File: src/rtl/codec_i2s_port.sv
// I2S front end for the WM8731 codec. The codec masters bclk and both lrcks.
// Record path: the left ADC slot is deserialised into one mono sample per frame and
// handed downstream with valid/ready.
// Playback path: one sample per frame is requested upstream and serialised into both
// DAC slots.
module codec_i2s_port #(
  parameter int unsigned WIDTH = 16
) (
  input  logic             clk,
  input  logic             rst_n,
  input  logic             aud_bclk,
  input  logic             aud_adclrck,
  input  logic             aud_daclrck,
  input  logic             aud_adcdat,
  output logic             aud_dacdat,
  input  logic             rec_en,
  input  logic             play_en,
  output logic [WIDTH-1:0] rec_data,
  output logic             rec_valid,
  input  logic             rec_ready,
  output logic             play_req,
  input  logic [WIDTH-1:0] play_data,
  input  logic             play_valid,
  output logic             overrun,
  output logic             underrun,
  input  logic             clr_err
);

  localparam int unsigned CntW = $clog2(WIDTH + 1);

  // ---------------------------------------------------------------------------
  // Input synchronisers and edge strobes
  // ---------------------------------------------------------------------------
  // [0] first flop, [1] synchronised level, [2] previous level for edge detection
  logic [2:0] bclk_sync_q;
  logic [2:0] adclr_sync_q;
  logic [2:0] daclr_sync_q;
  logic [1:0] adcdat_sync_q;

  logic bclk_rise_q;
  logic bclk_fall_q;
  logic adc_lr_fall_q;
  logic dac_lr_fall_q;
  logic dac_lr_edge_q;

  // Two-flop synchronisers plus one history flop per clock-like input
  always_ff @(posedge clk or negedge rst_n) begin
    if (!rst_n) begin
      bclk_sync_q   <= '0;
      adclr_sync_q  <= '0;
      daclr_sync_q  <= '0;
      adcdat_sync_q <= '0;
    end else begin
      bclk_sync_q   <= {bclk_sync_q[1:0], aud_bclk};
      adclr_sync_q  <= {adclr_sync_q[1:0], aud_adclrck};
      daclr_sync_q  <= {daclr_sync_q[1:0], aud_daclrck};
      adcdat_sync_q <= {adcdat_sync_q[0], aud_adcdat};
    end
  end

  // Registered one-cycle edge strobes
  always_ff @(posedge clk or negedge rst_n) begin
    if (!rst_n) begin
      bclk_rise_q   <= 1'b0;
      bclk_fall_q   <= 1'b0;
      adc_lr_fall_q <= 1'b0;
      dac_lr_fall_q <= 1'b0;
      dac_lr_edge_q <= 1'b0;
    end else begin
      bclk_rise_q   <= bclk_sync_q[1] & ~bclk_sync_q[2];
      bclk_fall_q   <= ~bclk_sync_q[1] & bclk_sync_q[2];
      adc_lr_fall_q <= ~adclr_sync_q[1] & adclr_sync_q[2];
      dac_lr_fall_q <= ~daclr_sync_q[1] & daclr_sync_q[2];
      dac_lr_edge_q <= daclr_sync_q[1] ^ daclr_sync_q[2];
    end
  end

  // ---------------------------------------------------------------------------
  // ADC capture FSM (left slot only)
  // ---------------------------------------------------------------------------
  // The completion step is folded into the last shift so that rec_valid rises one clk
  // after the strobe of the final bit; the FSM then returns straight to StWaitFrame.
  typedef enum logic [1:0] {StWaitFrame, StSkip, StShift} adc_state_e;

  adc_state_e       adc_state_q, adc_state_d;
  logic [CntW-1:0]  adc_cnt_q, adc_cnt_d;
  logic [WIDTH-1:0] adc_sr_q, adc_sr_d;
  logic             adc_done;

  // ADC state, bit counter and shift register
  always_ff @(posedge clk or negedge rst_n) begin
    if (!rst_n) begin
      adc_state_q <= StWaitFrame;
      adc_cnt_q   <= '0;
      adc_sr_q    <= '0;
    end else begin
      adc_state_q <= adc_state_d;
      adc_cnt_q   <= adc_cnt_d;
      adc_sr_q    <= adc_sr_d;
    end
  end

  // ADC next state; a left-slot start restarts capture from any state
  always_comb begin
    adc_state_d = adc_state_q;
    adc_cnt_d   = adc_cnt_q;
    adc_sr_d    = adc_sr_q;
    adc_done    = 1'b0;
    if (adc_lr_fall_q) begin
      adc_state_d = StSkip;
      adc_cnt_d   = '0;
      adc_sr_d    = '0;
    end else begin
      unique case (adc_state_q)
        StWaitFrame: ;
        StSkip: begin
          // First rising bclk of the slot is the one-bit I2S delay
          if (bclk_rise_q) begin
            adc_state_d = StShift;
            adc_cnt_d   = '0;
          end
        end
        StShift: begin
          if (bclk_rise_q) begin
            adc_sr_d = {adc_sr_q[WIDTH-2:0], adcdat_sync_q[1]};
            if (adc_cnt_q == CntW'(WIDTH - 1)) begin
              adc_done    = 1'b1;
              adc_state_d = StWaitFrame;
              adc_cnt_d   = '0;
            end else begin
              adc_cnt_d = adc_cnt_q + CntW'(1);
            end
          end
        end
        default: adc_state_d = StWaitFrame;
      endcase
    end
  end

  // ---------------------------------------------------------------------------
  // Record handshake and overrun flag
  // ---------------------------------------------------------------------------
  logic [WIDTH-1:0] rec_data_q, rec_data_d;
  logic             rec_valid_q, rec_valid_d;
  logic             overrun_q, overrun_d;

  // Record output registers
  always_ff @(posedge clk or negedge rst_n) begin
    if (!rst_n) begin
      rec_data_q  <= '0;
      rec_valid_q <= 1'b0;
      overrun_q   <= 1'b0;
    end else begin
      rec_data_q  <= rec_data_d;
      rec_valid_q <= rec_valid_d;
      overrun_q   <= overrun_d;
    end
  end

  // A new sample replaces an unaccepted one; setting overrun beats clr_err
  always_comb begin
    rec_data_d  = rec_data_q;
    rec_valid_d = rec_valid_q;
    overrun_d   = overrun_q;
    if (rec_valid_q && rec_ready) begin
      rec_valid_d = 1'b0;
    end
    if (clr_err) begin
      overrun_d = 1'b0;
    end
    if (adc_done && rec_en) begin
      if (rec_valid_q && !rec_ready) begin
        overrun_d = 1'b1;
      end
      rec_data_d  = adc_sr_d;
      rec_valid_d = 1'b1;
    end
  end

  // ---------------------------------------------------------------------------
  // Playback request, buffering and underrun flag
  // ---------------------------------------------------------------------------
  logic [WIDTH-1:0] play_buf_q, play_buf_d;
  logic [WIDTH-1:0] hold_q, hold_d;
  logic             pending_q, pending_d;
  logic             play_req_q, play_req_d;
  logic             underrun_q, underrun_d;

  // Playback buffer registers
  always_ff @(posedge clk or negedge rst_n) begin
    if (!rst_n) begin
      play_buf_q <= '0;
      hold_q     <= '0;
      pending_q  <= 1'b0;
      play_req_q <= 1'b0;
      underrun_q <= 1'b0;
    end else begin
      play_buf_q <= play_buf_d;
      hold_q     <= hold_d;
      pending_q  <= pending_d;
      play_req_q <= play_req_d;
      underrun_q <= underrun_d;
    end
  end

  // Each left-slot start latches the buffered sample and asks upstream for the next one.
  // An unanswered request leaves play_buf alone so the last sample repeats.
  always_comb begin
    play_buf_d = play_buf_q;
    hold_d     = hold_q;
    pending_d  = pending_q;
    play_req_d = 1'b0;
    underrun_d = underrun_q;
    if (clr_err) begin
      underrun_d = 1'b0;
    end
    if (!play_en) begin
      pending_d = 1'b0;
    end else if (dac_lr_fall_q) begin
      hold_d     = play_buf_q;
      play_req_d = 1'b1;
      pending_d  = 1'b1;
      if (pending_q) begin
        underrun_d = 1'b1;
      end
    end else if (pending_q && play_valid) begin
      play_buf_d = play_data;
      pending_d  = 1'b0;
    end
  end

  // ---------------------------------------------------------------------------
  // DAC serialiser
  // ---------------------------------------------------------------------------
  logic [WIDTH-1:0] dac_sr_q, dac_sr_d;
  logic [CntW-1:0]  dac_cnt_q, dac_cnt_d;
  logic             dac_skip_q, dac_skip_d;
  logic             dacdat_q, dacdat_d;

  // DAC shift register, bit counter and output bit
  always_ff @(posedge clk or negedge rst_n) begin
    if (!rst_n) begin
      dac_sr_q   <= '0;
      dac_cnt_q  <= '0;
      dac_skip_q <= 1'b0;
      dacdat_q   <= 1'b0;
    end else begin
      dac_sr_q   <= dac_sr_d;
      dac_cnt_q  <= dac_cnt_d;
      dac_skip_q <= dac_skip_d;
      dacdat_q   <= dacdat_d;
    end
  end

  // Load on every lrck edge, skip one falling bclk, then shift MSB first
  always_comb begin
    dac_sr_d   = dac_sr_q;
    dac_cnt_d  = dac_cnt_q;
    dac_skip_d = dac_skip_q;
    dacdat_d   = dacdat_q;
    if (dac_lr_edge_q) begin
      // hold_d so the left slot sees the sample latched on this very edge
      dac_sr_d  = play_en ? hold_d : '0;
      dac_cnt_d = '0;
      // lrck toggles on a falling bclk; when both strobes coincide that fall is the skip
      dac_skip_d = ~bclk_fall_q;
    end else if (bclk_fall_q) begin
      if (dac_skip_q) begin
        dac_skip_d = 1'b0;
      end else if (dac_cnt_q < CntW'(WIDTH)) begin
        dacdat_d  = dac_sr_q[WIDTH-1];
        dac_sr_d  = {dac_sr_q[WIDTH-2:0], 1'b0};
        dac_cnt_d = dac_cnt_q + CntW'(1);
      end else begin
        dacdat_d = 1'b0;
      end
    end
  end

  assign aud_dacdat = dacdat_q;
  assign rec_data   = rec_data_q;
  assign rec_valid  = rec_valid_q;
  assign overrun    = overrun_q;
  assign play_req   = play_req_q;
  assign underrun   = underrun_q;

endmodule

File: config.mk
export PLATFORM = sky130hd
export DESIGN_NAME = codec_i2s_port
export DESIGN_NICKNAME = d
export VERILOG_FILES = /design/src/rtl/codec_i2s_port.sv
export SDC_FILE = /design/constraint.sdc
export NUM_CORES = 1
export LEC_CHECK = 0
export CORE_ASPECT_RATIO = 0.5
export CORE_MARGIN = 4
export CORE_UTILIZATION = 40
export DETAILED_ROUTE_END_ITERATION = 8
export SYNTH_ARGS = -nofsm -noshare
export SYNTH_HDL_FRONTEND = slang
export SYNTH_SLANG_ARGS = --single-unit
File: constraint.sdc
create_clock -name clk -period 1.9 [get_ports clk]
set_clock_uncertainty 0.1 [all_clocks]
set_input_delay 0.38 -clock clk [delete_from_list [all_inputs] [get_ports clk]]
set_output_delay 0.38 -clock clk [all_outputs]
set_load 0.01 [all_outputs]
### After elaboration in Yosys (flattened, before gate mapping)

Cells that the tools add are included.
W data, S select, Z words.

| word-level totals | value |
|---|---|
| output and inout port bits | 21 |
| logic and storage cells | 109 |
| bits of input ports | 27 |
| register bits after elaboration | 115 |

| cells by class | value |
|---|---|
| muxes and demuxes | 45 |
| bitwise gates (word level) | 13 |
| add/sub/neg operators | 2 |
| equality and inequality tests | 9 |
| reductions and logical operators | 15 |
| $lt $le $gt $ge | 1 |

Operators with widths:

| kind | count |
|---|---|
| $mux W16 | 10 |
| $mux W5 | 8 |
| $mux W1 | 21 |
| $reduce_and A3 Y1 | 4 |
| $add A5 B1 Y5 const B | 2 |
| $pmux W5 S2 | 1 |
| $ne A3 B3 Y1 const B | 3 |
| $mux W2 | 4 |
| $not A1 Y1 | 8 |
| $pmux W2 S3 | 1 |
| $reduce_bool A2 Y1 | 3 |
| $eq A5 B4 Y1 const B | 1 |
| $lt A5 B5 Y1 const B | 1 |
| $and A1 B1 Y1 | 4 |
| $logic_and A1 B1 Y1 | 4 |
| $ne A2 B2 Y1 const B | 2 |
| $reduce_and A4 Y1 | 1 |
| $ne A3 B1 Y1 const B | 1 |
| $reduce_bool A3 Y1 | 1 |
| $eq A2 B1 Y1 const B | 1 |
| $eq A2 B2 Y1 const B | 1 |
| $logic_not A2 Y1 | 1 |
| $logic_not A1 Y1 | 1 |
| $xor A1 B1 Y1 | 1 |

### Depth between registers and ports, before layout

Gate-level depths: netlist of the first run.

| depth | value |
|---|---|
| depth after elaboration | 7 |
| gate-level depth with buffers | 6 |
| depth with buffers taken out | 4 |

### Worst setup path after synthesis of the first run

OpenSTA, ideal clock, no wires.

| timing | value |
|---|---|
| kind | register to register |
| from | register adc_cnt_q[0] |
| to | register rec_data_q[10] (netlist: rec_data[10]) |
| setup time | 0.079 ns |
| data arrival time | 1.418 ns |
| slack | 0.303 ns |
| stages on the path, launching flop included | 7 |
| cell sequence | dfrtp_1 ha_1 nand4b_1 nor4_4 buf_6 buf_12 mux2i_1 |

| on the way | value |
|---|---|
| longest elaborated chain between the ends | 6 |

RTL lines:

| what | RTL line | source |
|---|---|---|
| start: declaration | 86 | `logic [CntW-1:0] adc_cnt_q, adc_cnt_d;` |
| start signal: assignment | 98 | `adc_cnt_q <= adc_cnt_d;` |
| $eq A5 B4 Y1 | 126 | `if (adc_cnt_q == CntW'(WIDTH - 1)) begin` |
| $mux W1 | 126 |  |
| $mux W1 | 124 | `if (bclk_rise_q) begin` |
| $mux W1 | 114 | `unique case (adc_state_q)` |
| $mux W1 | 109 | `if (adc_lr_fall_q) begin` |
| $logic_and A1 B1 Y1 | 171 | `if (adc_done && rec_en) begin` |
| end signal: assignment | 154 | `rec_data_q <= rec_data_d;` |
| end: declaration | 143 | `logic [WIDTH-1:0] rec_data_q, rec_data_d;` |

No other way between the ends.
A chain may end at the register's enable or synchronous reset.

### Final worst setup path of the first run

| timing | value |
|---|---|
| from | register rec_valid_q (netlist: rec_valid) |
| to | output rec_valid |

RTL lines:

| what | RTL line | source |
|---|---|---|
| start: declaration | 144 | `logic rec_valid_q, rec_valid_d;` |
| start signal: assignment | 155 | `rec_valid_q <= rec_valid_d;` |
| end: declaration | 19 | `output logic rec_valid,` |

No word-level cell between the ends.

==> impl_metrics.csv, run 1 <==
group,metric,value,unit
yosys,synth_fa_ha_area_share,0.8194,%
final_layout,instances_no_fill,552,
yosys,yosysTopAreaCellShare,62.82,%
yosys,ys_ff_latch,115,
grt,grt_pass1_wl,14.63,mm
critical_path,worst_ep_arrival_time,1310,ps
clock_network,cts_buffers,17,
route,dr.first_iter.drc_count,87,
floorplanning,fp.coreArea,11080,um2
timing,tightest_slew,642.4,ps
job,maxCapViolations,0,
yosys,synth_edf_count,0,
floorplanning,rows,27,
route,first_pass_iters,4,
critical_path,crit_path_cell_trace,"clkdlybuf4s50_1",
place,place.gp.congestion,0.7063,
clock_network,clkSinkCount,115,
yosys,yosysSeqAreaShare,62.82,%
yosys,synth-xor-area-share,0.5736,%
timing,report.final.setup_viol,0,
timing,tns,0,ps
yosys,synth_top_family_by_area,"multiplexers",
grt,grt_start_max_net_pins,46,
final_layout,fillCellCount,910,
final_layout,n_antenna_cell,0,
timing,maxSlewViolCount,0,
timing,period_minus_slack,1791,ps
yosys,syn-num-nets,358,
floorplanning,dieArea,13330,um2
route,vias,2719,
clock_network,root_buffer,"clkbuf_16",
timing,clock.fmax,558.4,MHz
pwr,leakagePower,2.840,nW
final_layout,drive_gt1_share,20.88,%
yosys,synth.most_common_cell,"dfrtp_1",
yosys,synthTopCellsByCount,"dfrtp_1 (115), mux2i_1 (49), mux2_2 (35)",
hold_path,hold_end,"adclr_sync_q[1]",
final_layout,area_growth,30.05,%
critical_path,cp_top_family,"buffers and inverters",
clock_network,cts_tree,"done",
critical_path,reg2reg_depth,5,
pwr,irDropWorstVdd,0.6565,mV
grt,grt.total_usage,13.75,%
critical_path,cp-startpoint,"rec_valid",
clock_network,cts_max_level,4,
yosys,syn_area_per_cell,13.97,um2
grt,antenna_found_initial,0,
pwr,power_density,1185,nW/um2
timing,rsz0062_at_grt,"false",
timing,fin_crit_sh,94.26,%
hold_path,hp-start,"adclr_sync_q[0]",
clock_network,post_cts_resize_count,0,
critical_path,start_kind,"register",
critical_path,cp.required,1420,ps
yosys,synth.distinct_cells,46,
yosys,postSynth.asyncResetShare,100.0,%
floorplanning,die_h,83.67,um
critical_path,critPathCaptureType,"primary output",
critical_path,r2r-start,"adc_cnt_q[0]",
route,drc,0,
grt,overflow,0,
clock_network,clock_latency,400,ps
hold_path,min_path_cells,0,
floorplanning,ios,48,
place,placed_cells,517,
yosys,synth_area_leaders,"dfrtp_1 (63%), mux2i_1 (11%), mux2_2 (8.6%), o2bb2ai_1 (2.9%), inv_1 (2.0%)",
critical_path,criticalPathCategory,"reg2out",
clock_network,max-clock-path-buffers,2,
final_layout,final_net_count,424,
yosys,ys.flop_type,"dfrtp_1",
yosys,synth_mux_area_share,19.31,%
critical_path,r2r_slack,170,ps
grt,grt_pass1_vias,3003,
timing,hold_viol_final,0,
route,avgViaCountPerCell,4.926,
critical_path,crit_slowest_cell,"clkdlybuf4s50_1",
floorplanning,fp.dieW,159.3,um
status,run_status,"complete, no violations",
hold_path,hold_path_class,"reg2reg",
place,portBuffers,47,
clock_network,clk_pin_slew,50,ps
critical_path,max_stage_delay,540,ps
critical_path,critPathBufInv,1,
yosys,syn_area,4581,um2
yosys,yosys.area_share.simple,6.719,%
critical_path,reg2reg_to,"rec_data[9]",
route,ant_nets,0,
yosys,syn_inst,328,
place,dp_hpwl,5.392,mm
critical_path,path_max_fanout,3,
route,wl,8.308,mm
yosys,yosys.area.top_type,"dfrtp_1",
final_layout,fin_area,5957,um2
timing,slew_headroom,57.17,%
floorplanning,start_util,41.34,%
place,dpl_cell_area,5279,um2
yosys,yosys_warnings,0,
route,wl_per_cell,15.05,um
yosys,synth_compound_area_share,5.572,%
placed cells by master, fill, tap and decap left out, types with 2 or more instances in the layout:
cell | netlist | final
nand4b_1 | 2 | 2
a211o_1 | 2 | 2
a32o_1 | 2 | 2
nor2b_1 | 7 | 7
clkbuf_16 | 0 | 17
clkdlybuf4s50_1 | 0 | 46
clkinvlp_4 | 0 | 2
a21oi_1 | 2 | 2
buf_4 | 1 | 11
clkinv_2 | 0 | 2
mux2i_1 | 49 | 49
bufinv_16 | 0 | 5
ha_1 | 3 | 3
nor2_1 | 24 | 24
o2bb2ai_1 | 15 | 15
mux2_2 | 35 | 35
clkbuf_1 | 6 | 3
inv_1 | 25 | 25
nand2_1 | 2 | 2
xnor2_1 | 2 | 2
dfrtp_1 | 115 | 115
clkbuf_8 | 0 | 3
o21a_1 | 2 | 2
buf_12 | 1 | 4
routing by layer:
| layer | part of all wire [%] | wire length [um] | vias up | GRT usage (%) |
|---|---|---|---|---|
| met5 | 0 | 0 | - | 0 |
| met1 | 45 | 3734 | 1373 | 16.17 |
| met4 | 1.4 | 119 | 0 | 5.197 |
| met3 | 4.0 | 333 | 17 | 4.785 |
| met2 | 50 | 4121 | 45 | 23.46 |
| li1 | - | - | 1284 | - |
sequential cells by signal, summed over array words and instances, names as in the netlist, 2 cells and up:
name and cells:
adc_sr_q 16, dac_sr_q 16, hold_q 16, play_buf_q 16, rec_data 16, adc_cnt_q 5, dac_cnt_q 5, adclr_sync_q 3
bclk_sync_q 3, daclr_sync_q 3, adc_state_q 2, adcdat_sync_q 2
what timing repair did:
item	in CTS	in global routing
buffers inserted	0	2
hold buffers	1	0
endpoints found under the hold margin	16	0
endpoints found under the setup margin	0	1
report_power, final:
group	switching (mW)	leakage [nW]	internal, mW	total, mW
Sequential	0.161	1.42	2.78	2.94
Clock	1.07	0.313	2.43	3.50
Combinational	0.266	1.10	0.354	0.619
worst max path at each step:
stage,to,slack (ps),depth (start not counted)
6_report,rec_valid,110,1
3_5_place_dp,dac_sr_q[4],-3,3
4_1_cts,rec_data[2],80,1
3_3_place_gp,dac_sr_q[12],40,3
2_1_floorplan,rec_data[10],300,6
5_1_grt,rec_data[10],30,5
final cells by class:
class	count	area (um2)	area share, %
Clock buffer	23	478.0	8.024
Tap cell	145	181.4	3.046
Timing Repair Buffer	62	633.1	10.63
Clock inverter	9	175.2	2.941
Multi-Input combinational cell	173	1518	25.48
Sequential cell	115	2878	48.31
Inverter	25	93.84	1.575
stage by stage:
step                hold WS, ps  util (%)  setup slack, ps  power, mW
floorplan                -15.59         -            303.2      3.335
global placement          185.5     47.64            43.72      3.554
detailed placement        185.3     47.64           -2.932      3.605
CTS                       247.4     53.62            77.86      7.139
global route              265.6     53.76            25.42      7.355
finish                    244.9     53.76            109.1      7.059
cells by family after synthesis:
logic type      after synthesis
flops                       115
compound gates               31
buf+inv                      40
fa+ha+maj                     3
xor+xnor                      3
simple gates                 52
mux                          84
No activity file was read; power rests on OpenSTA's default activity.
==> inputs of run 2 (changes only) <==
Settings changed: CTS_BUF_LIST set to sky130_fd_sc_hd__clkbuf_2 sky130_fd_sc_hd__clkbuf_4 sky130_fd_sc_hd__clkbuf_8, GPL_ROUTABILITY_DRIVEN set to 0.
==> impl_metrics.csv, run 2 (synthesized netlist as in run 1, its figures left out) <==
group,metric,value,unit
route,wl_per_cell,14.85,um
clock_network,cts_tree,"done",
final_layout,final_cell_mix,"dfrtp_1 (115), mux2i_1 (49), clkdlybuf4s50_1 (45), mux2_2 (35), inv_1 (25)",
route,avgViaCountPerCell,4.928,
timing,report.final.setup_viol,0,
floorplanning,ios,48,
place,placed_cells,517,
timing,period_minus_slack,1803,ps
timing,hold_viol_final,0,
critical_path,worst_ep_arrival_time,1320,ps
critical_path,start_kind,"register",
final_layout,n_antenna_cell,0,
critical_path,crit_slowest_cell,"clkdlybuf4s50_1",
route,wl,8.196,mm
grt,grt.total_usage,13.67,%
critical_path,cp-startpoint,"rec_data[1]",
route,ant_nets,0,
critical_path,critPathCaptureType,"primary output",
critical_path,cp.required,1420,ps
final_layout,area_growth,26.17,%
clock_network,cts_buffers,17,
final_layout,final_net_count,424,
timing,rsz0062_at_grt,"false",
hold_path,hold_path_class,"reg2reg",
grt,grt_pass1_wl,14.56,mm
grt,grt_start_max_net_pins,46,
critical_path,max_stage_delay,550,ps
critical_path,r2r-start,"adc_cnt_q[0]",
floorplanning,start_util,41.34,%
floorplanning,rows,27,
floorplanning,dieArea,13330,um2
critical_path,path_max_fanout,2,
place,dp_hpwl,5.392,mm
timing,timing.hold.ws,248.9,ps
pwr,power_density,1075,nW/um2
clock_network,clkSinkCount,115,
critical_path,cp_top_family,"buffers and inverters",
route,first_pass_iters,4,
job,maxCapViolations,0,
grt,overflow,0,
timing,tightest_slew,666.3,ps
timing,slew_headroom,55.58,%
route,drc,0,
critical_path,crit_path_cell_trace,"clkdlybuf4s50_1",
final_layout,final_common_cell,"dfrtp_1",
pwr,irDropWorstVdd,0.6063,mV
pwr,leakagePower,2.782,nW
critical_path,critPathBufInv,1,
clock_network,clock_latency,410,ps
final_layout,instances_no_fill,552,
clock_network,clk_pin_slew,70,ps
pwr,power.total,6.213,mW
critical_path,criticalPathCategory,"reg2out",
status,run_status,"complete, no violations",
route,vias,2720,
timing,fin_crit_sh,94.87,%
route,dr.first_iter.drc_count,96,
final_layout,finish.utilization,52.16,%
floorplanning,fp.coreArea,11080,um2
timing,maxSlewViolCount,0,
grt,antenna_found_initial,0,
clock_network,cts_max_level,4,
place,portBuffers,47,
clock_network,root_buffer,"clkbuf_8",
critical_path,r2r_slack,190,ps
final_layout,drive_gt1_share,21.62,%
timing,clock.fmax,554.8,MHz
hold_path,hp-start,"adclr_sync_q[0]",
clock_network,max-clock-path-buffers,2,
grt,grt_pass1_vias,2958,
floorplanning,die_h,83.67,um
floorplanning,fp.dieW,159.3,um
run 2: through the flow:
| step | setup TNS (ps) | worst slack (ps) | area (um2) |
|---|---|---|---|
| 6_report | 0 | 97.41 | 5779 |
| 2_1_floorplan | 0 | 303.2 | 4581 |
| 4_1_cts | 0 | 48.17 | 5762 |
| 3_5_place_dp | -2.932 | -2.932 | 5279 |
| 3_3_place_gp | 0 | 43.72 | 5279 |
| 5_1_grt | 0 | 24.99 | 5779 |
run 2: routing by layer:
layer  GRT usage (%)  up-vias  part of all wire (%)
li1                -     1280                     -
met1           16.40     1381                    45
met2           22.69       43                    50
met3           4.489       16                   3.5
met4           6.063        0                   2.2
met5               0        -                     0
run 2: layout make-up:
type	instances	area, um2
Fill cell	936	5301
Sequential cell	115	2878
Multi-Input combinational cell	173	1518
Timing Repair Buffer	62	635.6
Clock buffer	23	297.8
Tap cell	145	181.4
Clock inverter	9	175.2
Inverter	25	93.84
run 2: worst paths after layout:
check                                  endpoint  cells after the start
worst max-delay path                rec_data[1]                      1
worst min-delay path            adclr_sync_q[1]                      0
worst max register to register      rec_data[9]                      5
max in group asynchronous           dac_sr_q[3]                      3
worst min register to register  adclr_sync_q[1]                      0
min in group asynchronous            hold_q[10]                      2
run 2: timing repair:
action | in CTS | in global routing
hold endpoints to repair | 16 | 0
setup buffers | 0 | 2
endpoints found under the setup margin | 0 | 2
hold buffers | 1 | 0
gates resized for setup | 0 | 1
run 2: report_power, final:
| part | switching, mW | internal, mW |
|---|---|---|
| Combinational | 0.267 | 0.354 |
| Clock | 0.949 | 1.71 |
| Sequential | 0.162 | 2.77 |
